===== config.mk =====
export PLATFORM = sky130hd
export DESIGN_NAME = ram8_arbiter_flat
export DESIGN_NICKNAME = d
export VERILOG_FILES = /design/src/rtl/ram8_arb_pkg.sv /design/src/rtl/ram8_arbiter_if.sv /design/src/rtl/ram8_rr_arb2.sv /design/src/rtl/ram8_arbiter.sv /design/src/flat_wrapper.sv
export SDC_FILE = /design/constraint.sdc
export NUM_CORES = 1
export LEC_CHECK = 0
export CORE_AREA = 2 2 85 87
export CTS_CLUSTER_SIZE = 25
export DETAILED_ROUTE_END_ITERATION = 8
export DIE_AREA = 0 0 87 89
export PLACE_DENSITY_LB_ADDON = 0.3
export SYNTH_ARGS = -nofsm -noshare
export SYNTH_HDL_FRONTEND = slang
export SYNTH_SLANG_ARGS = --single-unit

===== constraint.sdc =====
create_clock -name CLK -period 1.6 [get_ports CLK]
set_clock_uncertainty 0.1 [all_clocks]
set_input_delay 0.32 -clock CLK [delete_from_list [all_inputs] [get_ports CLK]]
set_output_delay 0.32 -clock CLK [all_outputs]
set_load 0.03 [all_outputs]

===== src/rtl/ram8_arb_pkg.sv =====
// Shared types and sizes for the RAM8 two-requester arbiter.
// Word width, address width and the issue-stage record live here.
package ram8_arb_pkg;

    localparam int DATA_W = 16;
    localparam int ADDR_W = 3;
    localparam int DEPTH  = 2 ** ADDR_W;

    typedef enum logic {ST_INIT, ST_RUN} state_e;
    typedef enum logic {REQ_A, REQ_B} req_id_e;

    typedef struct packed {
        logic               valid;
        req_id_e            id;
        logic               write;
        logic [ADDR_W-1:0]  addr;
        logic [DATA_W-1:0]  wdata;
    } issue_s;

endpackage


===== src/rtl/ram8_arbiter_if.sv =====
// One requester port of the RAM8 arbiter: request handshake plus read response.
// master = client side, slave = arbiter side.
interface ram8_arbiter_if;
    import ram8_arb_pkg::*;

    logic               valid;
    logic               ready;
    logic               write;
    logic [ADDR_W-1:0]  addr;
    logic [DATA_W-1:0]  wdata;
    logic               rvalid;
    logic [DATA_W-1:0]  rdata;

    modport master (output valid, write, addr, wdata, input ready, rvalid, rdata);
    modport slave  (input valid, write, addr, wdata, output ready, rvalid, rdata);
endinterface


===== src/rtl/ram8_rr_arb2.sv =====
// Two-way round-robin picker; grant bit 0 = A, bit 1 = B.
// last_grant only moves on a grant, which is always a handshake.
module ram8_rr_arb2
    import ram8_arb_pkg::*;
(
    input  logic       clk,
    input  logic       rst_n,
    input  logic       en,
    input  logic [1:0] req,
    output logic [1:0] grant
);

    req_id_e last_grant_q;

    always_comb begin
        grant = 2'b00;
        if (en) begin
            case (req)
                2'b01:   grant = 2'b01;
                2'b10:   grant = 2'b10;
                2'b11:   grant = (last_grant_q == REQ_B) ? 2'b01 : 2'b10;
                default: grant = 2'b00;
            endcase
        end
    end

    // Reset to B so that A wins the first contention.
    always_ff @(posedge clk or negedge rst_n) begin
        if (!rst_n)
            last_grant_q <= REQ_B;
        else if (grant[0])
            last_grant_q <= REQ_A;
        else if (grant[1])
            last_grant_q <= REQ_B;
    end

endmodule


===== src/rtl/ram8_arbiter.sv =====
// Round-robin front end for one external RAM8: registered issue stage and read response.
// Optional RAM8_ARB_CLEAR_EN adds a post-reset zero-fill sweep of all 8 words.
//
// state   | meaning
// ST_INIT | clear sweep writing 0 to addresses 0..7, requests held off
// ST_RUN  | normal arbitration and issue
module ram8_arbiter
    import ram8_arb_pkg::*;
(
    input  logic                CLK,
    input  logic                RESET_N,
    ram8_arbiter_if.slave       a,
    ram8_arbiter_if.slave       b,
    output logic [DATA_W-1:0]   ram_in,
    output logic                ram_write_enable,
    output logic [ADDR_W-1:0]   ram_address,
    input  logic [DATA_W-1:0]   ram_out,
    output logic                busy
);

`ifdef RAM8_ARB_CLEAR_EN
    localparam state_e ST_RESET = ST_INIT;
    logic [ADDR_W-1:0] clr_addr_q;
`else
    localparam state_e ST_RESET = ST_RUN;
`endif

    state_e state_q, state_d;
    issue_s s1_q, s1_d;
    logic [1:0] grant;
    logic arb_en;
    logic a_rvalid_q, b_rvalid_q;
    logic [DATA_W-1:0] a_rdata_q, b_rdata_q;

    always_ff @(posedge CLK or negedge RESET_N) begin
        if (!RESET_N)
            state_q <= ST_RESET;
        else
            state_q <= state_d;
    end

    always_comb begin
        state_d = state_q;
        case (state_q)
`ifdef RAM8_ARB_CLEAR_EN
            ST_INIT: if (clr_addr_q == ADDR_W'(DEPTH - 1)) state_d = ST_RUN;
`else
            ST_INIT: state_d = ST_RUN;
`endif
            ST_RUN:  state_d = ST_RUN;
            default: state_d = ST_RESET;
        endcase
    end

`ifdef RAM8_ARB_CLEAR_EN
    always_ff @(posedge CLK or negedge RESET_N) begin
        if (!RESET_N)
            clr_addr_q <= '0;
        else if (state_q == ST_INIT)
            clr_addr_q <= clr_addr_q + 1'b1;
    end

    assign busy = (state_q == ST_INIT);
`else
    assign busy = 1'b0;
`endif

    // Ready is gated by reset too, since the state register alone would allow it mid-reset.
    assign arb_en = RESET_N && (state_q == ST_RUN);

    ram8_rr_arb2 u_arb (
        .clk   (CLK),
        .rst_n (RESET_N),
        .en    (arb_en),
        .req   ({b.valid, a.valid}),
        .grant (grant)
    );

    assign a.ready = grant[0];
    assign b.ready = grant[1];

    // Address/data hold their last value while the stage is idle.
    always_comb begin
        s1_d       = s1_q;
        s1_d.valid = 1'b0;
`ifdef RAM8_ARB_CLEAR_EN
        if (state_q == ST_INIT) begin
            s1_d.valid = 1'b1;
            s1_d.id    = REQ_A;
            s1_d.write = 1'b1;
            s1_d.addr  = clr_addr_q;
            s1_d.wdata = '0;
        end
`endif
        if (grant[0]) begin
            s1_d.valid = 1'b1;
            s1_d.id    = REQ_A;
            s1_d.write = a.write;
            s1_d.addr  = a.addr;
            s1_d.wdata = a.wdata;
        end else if (grant[1]) begin
            s1_d.valid = 1'b1;
            s1_d.id    = REQ_B;
            s1_d.write = b.write;
            s1_d.addr  = b.addr;
            s1_d.wdata = b.wdata;
        end
    end

    always_ff @(posedge CLK or negedge RESET_N) begin
        if (!RESET_N)
            s1_q <= '0;
        else
            s1_q <= s1_d;
    end

    assign ram_address      = s1_q.addr;
    assign ram_in           = s1_q.wdata;
    assign ram_write_enable = s1_q.valid & s1_q.write;

    always_ff @(posedge CLK or negedge RESET_N) begin
        if (!RESET_N) begin
            a_rvalid_q <= 1'b0;
            b_rvalid_q <= 1'b0;
            a_rdata_q  <= '0;
            b_rdata_q  <= '0;
        end else begin
            a_rvalid_q <= 1'b0;
            b_rvalid_q <= 1'b0;
            if (s1_q.valid && !s1_q.write) begin
                if (s1_q.id == REQ_A) begin
                    a_rvalid_q <= 1'b1;
                    a_rdata_q  <= ram_out;
                end else begin
                    b_rvalid_q <= 1'b1;
                    b_rdata_q  <= ram_out;
                end
            end
        end
    end

    assign a.rvalid = a_rvalid_q;
    assign a.rdata  = a_rdata_q;
    assign b.rvalid = b_rvalid_q;
    assign b.rdata  = b_rdata_q;

endmodule


===== src/flat_wrapper.sv =====
// flat-port wrapper written by rule: the top's interface ports become plain ports
module ram8_arbiter_flat import ram8_arb_pkg::*;
  (CLK, RESET_N, ram_in, ram_write_enable, ram_address, ram_out, busy, a_valid, a_write, a_addr, a_wdata, a_ready, a_rvalid, a_rdata, b_valid, b_write, b_addr, b_wdata, b_ready, b_rvalid, b_rdata);
  ram8_arbiter_if a_i ();
  ram8_arbiter_if b_i ();
  input  logic CLK;
  input  logic RESET_N;
  output logic [DATA_W-1:0] ram_in;
  output logic ram_write_enable;
  output logic [ADDR_W-1:0] ram_address;
  input  logic [DATA_W-1:0] ram_out;
  output logic busy;
  input wire logic [$bits(a_i.valid)-1:0] a_valid;
  input wire logic [$bits(a_i.write)-1:0] a_write;
  input wire logic [$bits(a_i.addr)-1:0] a_addr;
  input wire logic [$bits(a_i.wdata)-1:0] a_wdata;
  output wire logic [$bits(a_i.ready)-1:0] a_ready;
  output wire logic [$bits(a_i.rvalid)-1:0] a_rvalid;
  output wire logic [$bits(a_i.rdata)-1:0] a_rdata;
  input wire logic [$bits(b_i.valid)-1:0] b_valid;
  input wire logic [$bits(b_i.write)-1:0] b_write;
  input wire logic [$bits(b_i.addr)-1:0] b_addr;
  input wire logic [$bits(b_i.wdata)-1:0] b_wdata;
  output wire logic [$bits(b_i.ready)-1:0] b_ready;
  output wire logic [$bits(b_i.rvalid)-1:0] b_rvalid;
  output wire logic [$bits(b_i.rdata)-1:0] b_rdata;
  assign a_i.valid = a_valid;
  assign a_i.write = a_write;
  assign a_i.addr = a_addr;
  assign a_i.wdata = a_wdata;
  assign a_ready = a_i.ready;
  assign a_rvalid = a_i.rvalid;
  assign a_rdata = a_i.rdata;
  assign b_i.valid = b_valid;
  assign b_i.write = b_write;
  assign b_i.addr = b_addr;
  assign b_i.wdata = b_wdata;
  assign b_ready = b_i.ready;
  assign b_rvalid = b_i.rvalid;
  assign b_rdata = b_i.rdata;
  ram8_arbiter u_core (.CLK(CLK), .RESET_N(RESET_N), .a(a_i), .b(b_i), .ram_in(ram_in), .ram_write_enable(ram_write_enable), .ram_address(ram_address), .ram_out(ram_out), .busy(busy));
endmodule

==> results by group, run 1 <==
Detailed routing
  – DRT met1 WL: 2420 um
  – Number of nets with antenna violations after routing: 0
  – Count of vias placed by the detailed router: 1781
  – Top layer in use: met4
  – Final routed wirelength across all metal layers: 5570 um
  – Vias per std cell: 4.80
  – First DRT Iteration DRCs: 20
  – Average routed wire per standard cell: 15.0 um
  – Met3 routed WL: 390 um
  – # DRC: 0
  – Routed wire length on met2: 2690 um
  – Number of detailed-routing iterations run before antenna repair: 4

GRT
  – Grt ovf: 0
  – Maximum number of pins on one net before global-route repair: 55
  – Number of antenna violations at the first check in global routing: 0
  – Number of global-route vias before repair: 1860
  – First-pass GRT wire length: 8800 um
  – Combined global-route utilization of all metal layers: 14.7%

Synth
  – Leading post-synthesis cells by instance count: dfrtp_1 (56), mux2_2 (32), a221o_1 (20), buf_4 (20), and2_1 (19)
  – Count leader, synth: dfrtp_1
  – Average instance area after synthesis: 13.9 um2
  – Area share of the largest cell type after synthesis: 58.1%
  – Leading cell types by total area after synthesis: dfrtp_1 (58%), mux2_2 (15%), a221o_1 (8.3%)
  – Share of synthesized area occupied by flip-flops and latches: 59.2%
  – Synth Net Count: 233
  – Synth Cell Area: 0.00241 mm2
  – Library cell with the largest summed area after synthesis: dfrtp_1
  – Most frequently used flop master after synthesis: dfrtp_1
  – Number of distinct library cells after synthesis: 19
  – Number of flip-flops and latches in the synthesized netlist: 57
  – Number of synthesized flops with an enable pin: 0
  – Mapped Cells: 173
  – Warnings, synthesis: 0
  – Async set or reset register ratio after synthesis: 100%

Place
  – Last weighted congestion value of the routability-driven placer: 0.754
  – Detailed Place HPWL: 3920 um
  – Placed Cells incl. Taps: 352
  – Buffers on Ports: 115
  – Post-place setup slack: -0.209 ns

Die
  – Die outline height: 89 um
  – Floorplan core area: 0.00672 mm2
  – Die width: 87 um
  – Core Rows: 30
  – Initial Util: 35.9%
  – Die footprint: 0.00774 mm2
  – Boundary pin count: 117

Timing
  – Final cycle utilization of the critical path: 106%
  – Setup violators final: 1
  – Final-report max-slew violation count: 0
  – Worst slew margin relative to its limit: 54.5%
  – Final Hold Violating Endpoints: 0
  – Setup repair after global routing missed its margin: yes
  – Min cycle time layout: 1.69 ns
  – Final WS setup: -0.0927 ns
  – Worst hold slack across all endpoints: 0.150 ns
  – Transition at the pin with the smallest max-transition slack: 0.683 ns
  – Fmax: 591 MHz

Pwr
  – Cell area power density: 1550 mW/mm2
  – Int Pwr: 3780 uW
  – Net switching power figure: 2080 uW
  – Logic gate share of total power: 38.4%
  – Proportion of power drawn by flip-flops and latches: 35.7%
  – Proportion of total power due to net switching: 35.5%
  – Clock share of power: 25.9%
  – Leakage dissipation: 0.00174 uW
  – Max rail drop VDD: 0.000492 V
  – Power, Total: 5860 uW

Worst setup path
  – Reg2Reg Depth: 4
  – FF-to-FF Start: u_core.u_arb.last_grant_q
  – Setup slack on the worst flop-to-flop path: 0.04 ns
  – Worst Path Buf+Inv: 2
  – Logic depth of the worst setup path including buffers: 3
  – CP Cell Sequence: inv_2, a21oi_4, buf_6
  – Type of element launching the critical path: register
  – CP Data Arrival Time: 1.27 ns
  – Worst EP required: 1.18 ns
  – Category of the worst setup path capture point: output pin
  – Crit Path Max Fanout: 4
  – Critical path's top delay family: flip-flops
  – Maximum cell stage delay along the critical path: 0.59 ns
  – Critical Path Slowest Stage Cell: dfstp_2
  – RR Endpoint: u_core.ram_in[12]
  – Category of the most critical setup path: reg -> out

Finish
  – Share of cells above drive strength 1: 25.8%
  – Non-filler instance count after layout: 371
  – Number of nets in the layout: 346
  – Number of antenna diodes: 0
  – Area Growth Syn to Fin: 56.9%

Outcome
  – Failing checks: setup timing
  – Status: finished with violations

Clocking
  – TritonCTS buffer count: 9
  – Number of sinks handled by clock tree synthesis: 57
  – Source-to-sink clock delay at the later pin of the worst-skew pair: 0.32 ns
  – Max H-tree Level: 3
  – TritonCTS clock tree: done
  – Root buffer selected by CTS: clkbuf_8
  – Clock-pin slew reported for the worst setup and hold paths after clock tree synthesis: 0.07 ns
  – CTS max path bufs: 2

Run
  – Max-cap violation count: 0

Worst hold path
  – Path class of the lowest-slack min-delay path: in -> async
## cells by family (layout without fill, tap and decap cells)
| group | after synthesis | after routing | share of synthesized area (%) |
|---|---|---|---|
| AO/OA/AOI/OAI | 25 | 25 | 9.44 |
| buffers and inverters | 32 | 150 | 9.02 |
| flip-flops | 57 | 57 | 59.2 |
| multiplexers | 32 | 32 | 14.9 |
| other | 1 | 1 | 0.155 |
| AND/OR/NAND/NOR | 26 | 26 | 7.26 |
## worst max-delay path by stage
stage / slack (ns) / from / end
5_1_grt: -0.15 / u_core.u_arb.last_grant_q / a_ready
2_1_floorplan: 0.11 / u_core.s1_q[19] / u_core.a.rdata[10]
4_1_cts: -0.14 / u_core.u_arb.last_grant_q / a_ready
3_3_place_gp: -0.18 / a_valid / u_core.s1_q[19]
6_report: -0.09 / u_core.u_arb.last_grant_q / a_ready
3_5_place_dp: -0.21 / a_valid / u_core.s1_q[19]
## power by group through the flow
stage	Combinational, uW	Clock [uW]	Sequential [uW]
6_report	2250	1520	2090
5_1_grt	2380	1620	2160
4_1_cts	2280	1560	2100
3_5_place_dp	2560	0	2140
3_3_place_gp	2540	0	2120
2_1_floorplan	801	0	2810
## stage by stage
step           util [%]  area (um2)  setup TNS [ns]
6_report           56.3        3780         -0.0927
5_1_grt            56.3        3780          -0.149
4_1_cts            56.3        3780          -0.143
3_5_place_dp       53.1        3570           -4.09
3_3_place_gp       53.1        3570           -3.29
2_1_floorplan         -        2410               0
## state kept, by name (all words and copies together), names as in the netlist
register,count
u_core.b.rvalid,1
u_core.b.rdata,16
u_core.a.rvalid,1
u_core.ram_in,16
u_core.a.rdata,16
u_core.ram_address,3
u_core.s1_q,3
u_core.u_arb.last_grant_q,1
## placed cells by master (no fill, tap or decap)
cell	n
dlygate4sd2_1	55
a221o_1	20
inv_1	3
dlygate4sd3_1	1
mux2_2	32
buf_12	2
buf_6	3
buf_2	1
and2_2	2
o21ai_0	1
and2_1	19
nor3b_4	1
inv_2	1
bufinv_16	2
clkbuf_8	11
nand2_1	2
o21bai_1	1
o21ai_1	1
clkinv_2	2
conb_1	1
nand2_2	1
clkdlybuf4s50_1	56
dfstp_2	1
buf_4	12
a21oi_4	2
nand3b_2	1
dfrtp_1	56
clkinvlp_4	1
## routing by layer
metal  track usage, %  vias up
li1                 -      825
met2             24.9       80
met5                0        -
met1             18.1      867
met4             5.54        0
met3             3.79        9
## area by class of cell
class | instances | area (um2)
Tap cell | 80 | 100
Inverter | 4 | 15.0
Sequential cell | 57 | 1430
Clock inverter | 5 | 77.6
Clock buffer | 11 | 151
Timing Repair Buffer | 130 | 1220
Fill cell | 590 | 2930
Multi-Input combinational cell | 84 | 792
## repair_timing
item,4_1_cts,5_1_grt
pin swaps,2,1
gates resized for setup,61,1
hold endpoints to repair,3,0
hold buffers,1,0
setup buffers,2,0
setup endpoints to repair,55,5
Power figures use the tool's default switching activity.
==> run 2: changes to the inputs <==
--- a/config.mk
+++ b/config.mk
@@ -5,10 +5,12 @@
 export SDC_FILE = /design/constraint.sdc
 export NUM_CORES = 1
 export LEC_CHECK = 0
-export CORE_AREA = 2 2 85 87
+export CORE_AREA = 2 2 83 85
+export CTS_BUF_LIST = sky130_fd_sc_hd__clkbuf_4
 export CTS_CLUSTER_SIZE = 25
 export DETAILED_ROUTE_END_ITERATION = 8
-export DIE_AREA = 0 0 87 89
+export DIE_AREA = 0 0 85 87
+export GPL_TIMING_DRIVEN = 0
 export PLACE_DENSITY_LB_ADDON = 0.3
 export SYNTH_ARGS = -nofsm -noshare
 export SYNTH_HDL_FRONTEND = slang
==> run 2 against run 1 <==
  * The run still ends with setup timing left
  * Fmax decreased by 7.6%
  * Clock power fell by 36%
  * Non-clock buffer count up 24
  * First-iteration DRC count rose by 140%
  * Clock-buffer cell count down 1
  * Highest routed layer unchanged
==> results by group, run 2 (synthesis gave the netlist of run 1 again) <==
Place
  – Last weighted congestion value of the routability-driven placer: 0.690
  – Post-place setup slack: -1.14 ns
  – Detailed Place HPWL: 3940 um
  – Buffers on Ports: 115
  – Area of placed instances: 0.00368 mm2

Clocking
  – CTS max path bufs: 2
  – Clock-pin slew reported for the worst setup and hold paths after clock tree synthesis: 0.09 ns
  – Number of sinks handled by clock tree synthesis: 57
  – Source-to-sink clock delay at the later pin of the worst-skew pair: 0.39 ns
  – TritonCTS buffer count: 9
  – Root buffer selected by CTS: clkbuf_4
  – TritonCTS clock tree: done
  – Max H-tree Level: 3

Worst setup path
  – Category of the most critical setup path: in -> out
  – Category of the worst setup path capture point: output pin
  – CP Data Arrival Time: 1.41 ns
  – Worst EP required: 1.18 ns
  – Crit Path Max Fanout: 3
  – Type of element launching the critical path: input port

Detailed routing
  – Number of nets with antenna violations after routing: 0
  – Final routed wirelength across all metal layers: 5710 um
  – Number of detailed-routing iterations run before antenna repair: 4
  – # DRC: 0
  – Count of vias placed by the detailed router: 1843
  – Vias per std cell: 4.68
  – First DRT Iteration DRCs: 48
  – Average routed wire per standard cell: 14.5 um

Timing
  – Final cycle utilization of the critical path: 115%
  – Setup violators final: 2
  – Setup TNS Final: -0.428 ns
  – Final Hold Violating Endpoints: 0
  – Final-report max-slew violation count: 0
  – Fmax: 546 MHz
  – Setup repair after global routing missed its margin: yes
  – Min cycle time layout: 1.83 ns
  – Final WS setup: -0.232 ns

Outcome
  – Failing checks: setup timing
  – Status: finished with violations

GRT
  – Maximum number of pins on one net before global-route repair: 33
  – First-pass GRT wire length: 9300 um
  – Grt ovf: 0
  – Combined global-route utilization of all metal layers: 16.5%
  – Number of global-route vias before repair: 1916
  – Number of antenna violations at the first check in global routing: 0

Die
  – Boundary pin count: 117
  – Initial Util: 36.7%
  – Core Rows: 30
  – Die footprint: 0.00740 mm2
  – Die outline height: 87 um
  – Die width: 85 um
  – Floorplan core area: 0.00657 mm2

Finish
  – Most frequent cells in the layout: clkdlybuf4s50_1 (57), dfrtp_1 (56), clkbuf_2 (33)
  – Final Cell Area: 0.00370 mm2
  – Number of nets in the layout: 370
  – Share of cells above drive strength 1: 46.2%
  – Leading cell type in the layout, fill and taps excluded: clkdlybuf4s50_1
  – Fill cell count: 581
  – Area Growth Syn to Fin: 53.6%
  – Number of antenna diodes: 0

Pwr
  – Leakage dissipation: 0.00176 uW
  – Cell area power density: 1450 mW/mm2
  – Max rail drop VDD: 0.000746 V

Run
  – Max-cap violation count: 0

Worst hold path
  – Path class of the lowest-slack min-delay path: in -> reg
==> run 2: cell count changes in the layout (fill, tap and decap cells not counted), sizes merged <==
cell	delta
dlygate4sd2	-53
buf	+40
clkdlybuf4s50	+1
clkdlybuf4s15	+2
bufinv	-1
clkbuf	+33
clkinvlp	-1
clkinv	+2
==> run 2: final timing paths <==
| check | from | to | slack, ns | cells after the start |
|---|---|---|---|---|
| setup / recovery | a_valid | a_ready | -0.23 | 5 |
| hold / removal | RESET_N | u_core.u_arb.last_grant_q | 0.18 | 3 |
| setup reg to reg | u_core.u_arb.last_grant_q | u_core.ram_in[2] | 0.05 | 5 |
| hold reg to reg | u_core.b.rdata[10] | u_core.b.rdata[10] | 0.41 | 1 |
| max in group asynchronous | RESET_N | u_core.b.rdata[8] | 0.60 | 3 |
| min in group asynchronous | RESET_N | u_core.u_arb.last_grant_q | 0.59 | 2 |
==> run 2: per-stage QoR <==
step | instances | total power (uW) | hold WS (ns) | util, %
finish | 394 | 5360 | 0.175 | 56.4
global route | 394 | 5690 | 0.133 | 56.4
CTS | 393 | 5520 | 0.113 | 57.8
floorplan | 173 | 3610 | -0.0756 | -
detailed placement | 369 | 4790 | 0.286 | 56.0
global placement | 368 | 4740 | 0.383 | 55.8
==> run 2: final cells by class <==
type                       instances  area (um2)  share of cell area [%]
timing repair buffer             126        1020                    27.6
clock inverter                     5        47.5                    1.28
sequential                        57        1430                    38.5
clock buffer                      10        75.1                    2.03
multi-input combinational         84         791                    21.3
buffer                            28         228                    6.15
inverter                           4        15.0                   0.405
tap                               80         100                    2.70
==> run 2: layer usage <==
| metal | wire length (um) | share of wire (%) | global-route usage (%) | vias to the layer above |
|---|---|---|---|---|
| met4 | 131 | 2.3 | 7.65 | 0 |
| li1 | - | - | - | 872 |
| met2 | 2710 | 47 | 25.7 | 80 |
| met5 | 0 | 0 | 0 | - |
| met3 | 467 | 8.2 | 6.35 | 13 |
| met1 | 2400 | 42 | 20.4 | 878 |
==> run 2: where the power goes <==
part           switching [uW]  total [uW]  internal [uW]  leakage (uW)
Clock                     499         969            471     0.0000711
Combinational            1340        2290            949       0.00101
Sequential                227        2110           1880      0.000684
==> run 2: worst max-delay path: stages <==
cell,delay (ns)
clkdlybuf4s50_1,0.56
nand2_1,0.14
a21oi_4,0.16
buf_6,0.12
buf_6,0.12
==> run 2: repair_timing <==
action / in CTS / in global routing
setup buffers: 7 / 2
hold buffers: 2 / 0
pin swaps: 2 / 3
endpoints found under the setup margin: 84 / 52
gates resized for setup: 169 / 67
hold endpoints to repair: 24 / 0
==> run 3: changes to the inputs <==
--- a/config.mk
+++ b/config.mk
@@ -5,6 +5,7 @@
 export SDC_FILE = /design/constraint.sdc
 export NUM_CORES = 1
 export LEC_CHECK = 0
+export CAP_MARGIN = 0
 export CORE_AREA = 2 2 83 85
 export CTS_BUF_LIST = sky130_fd_sc_hd__clkbuf_4
 export CTS_CLUSTER_SIZE = 25
==> results of run 3 <==
Final layout, timing and power as in run 2 (identical DEF).
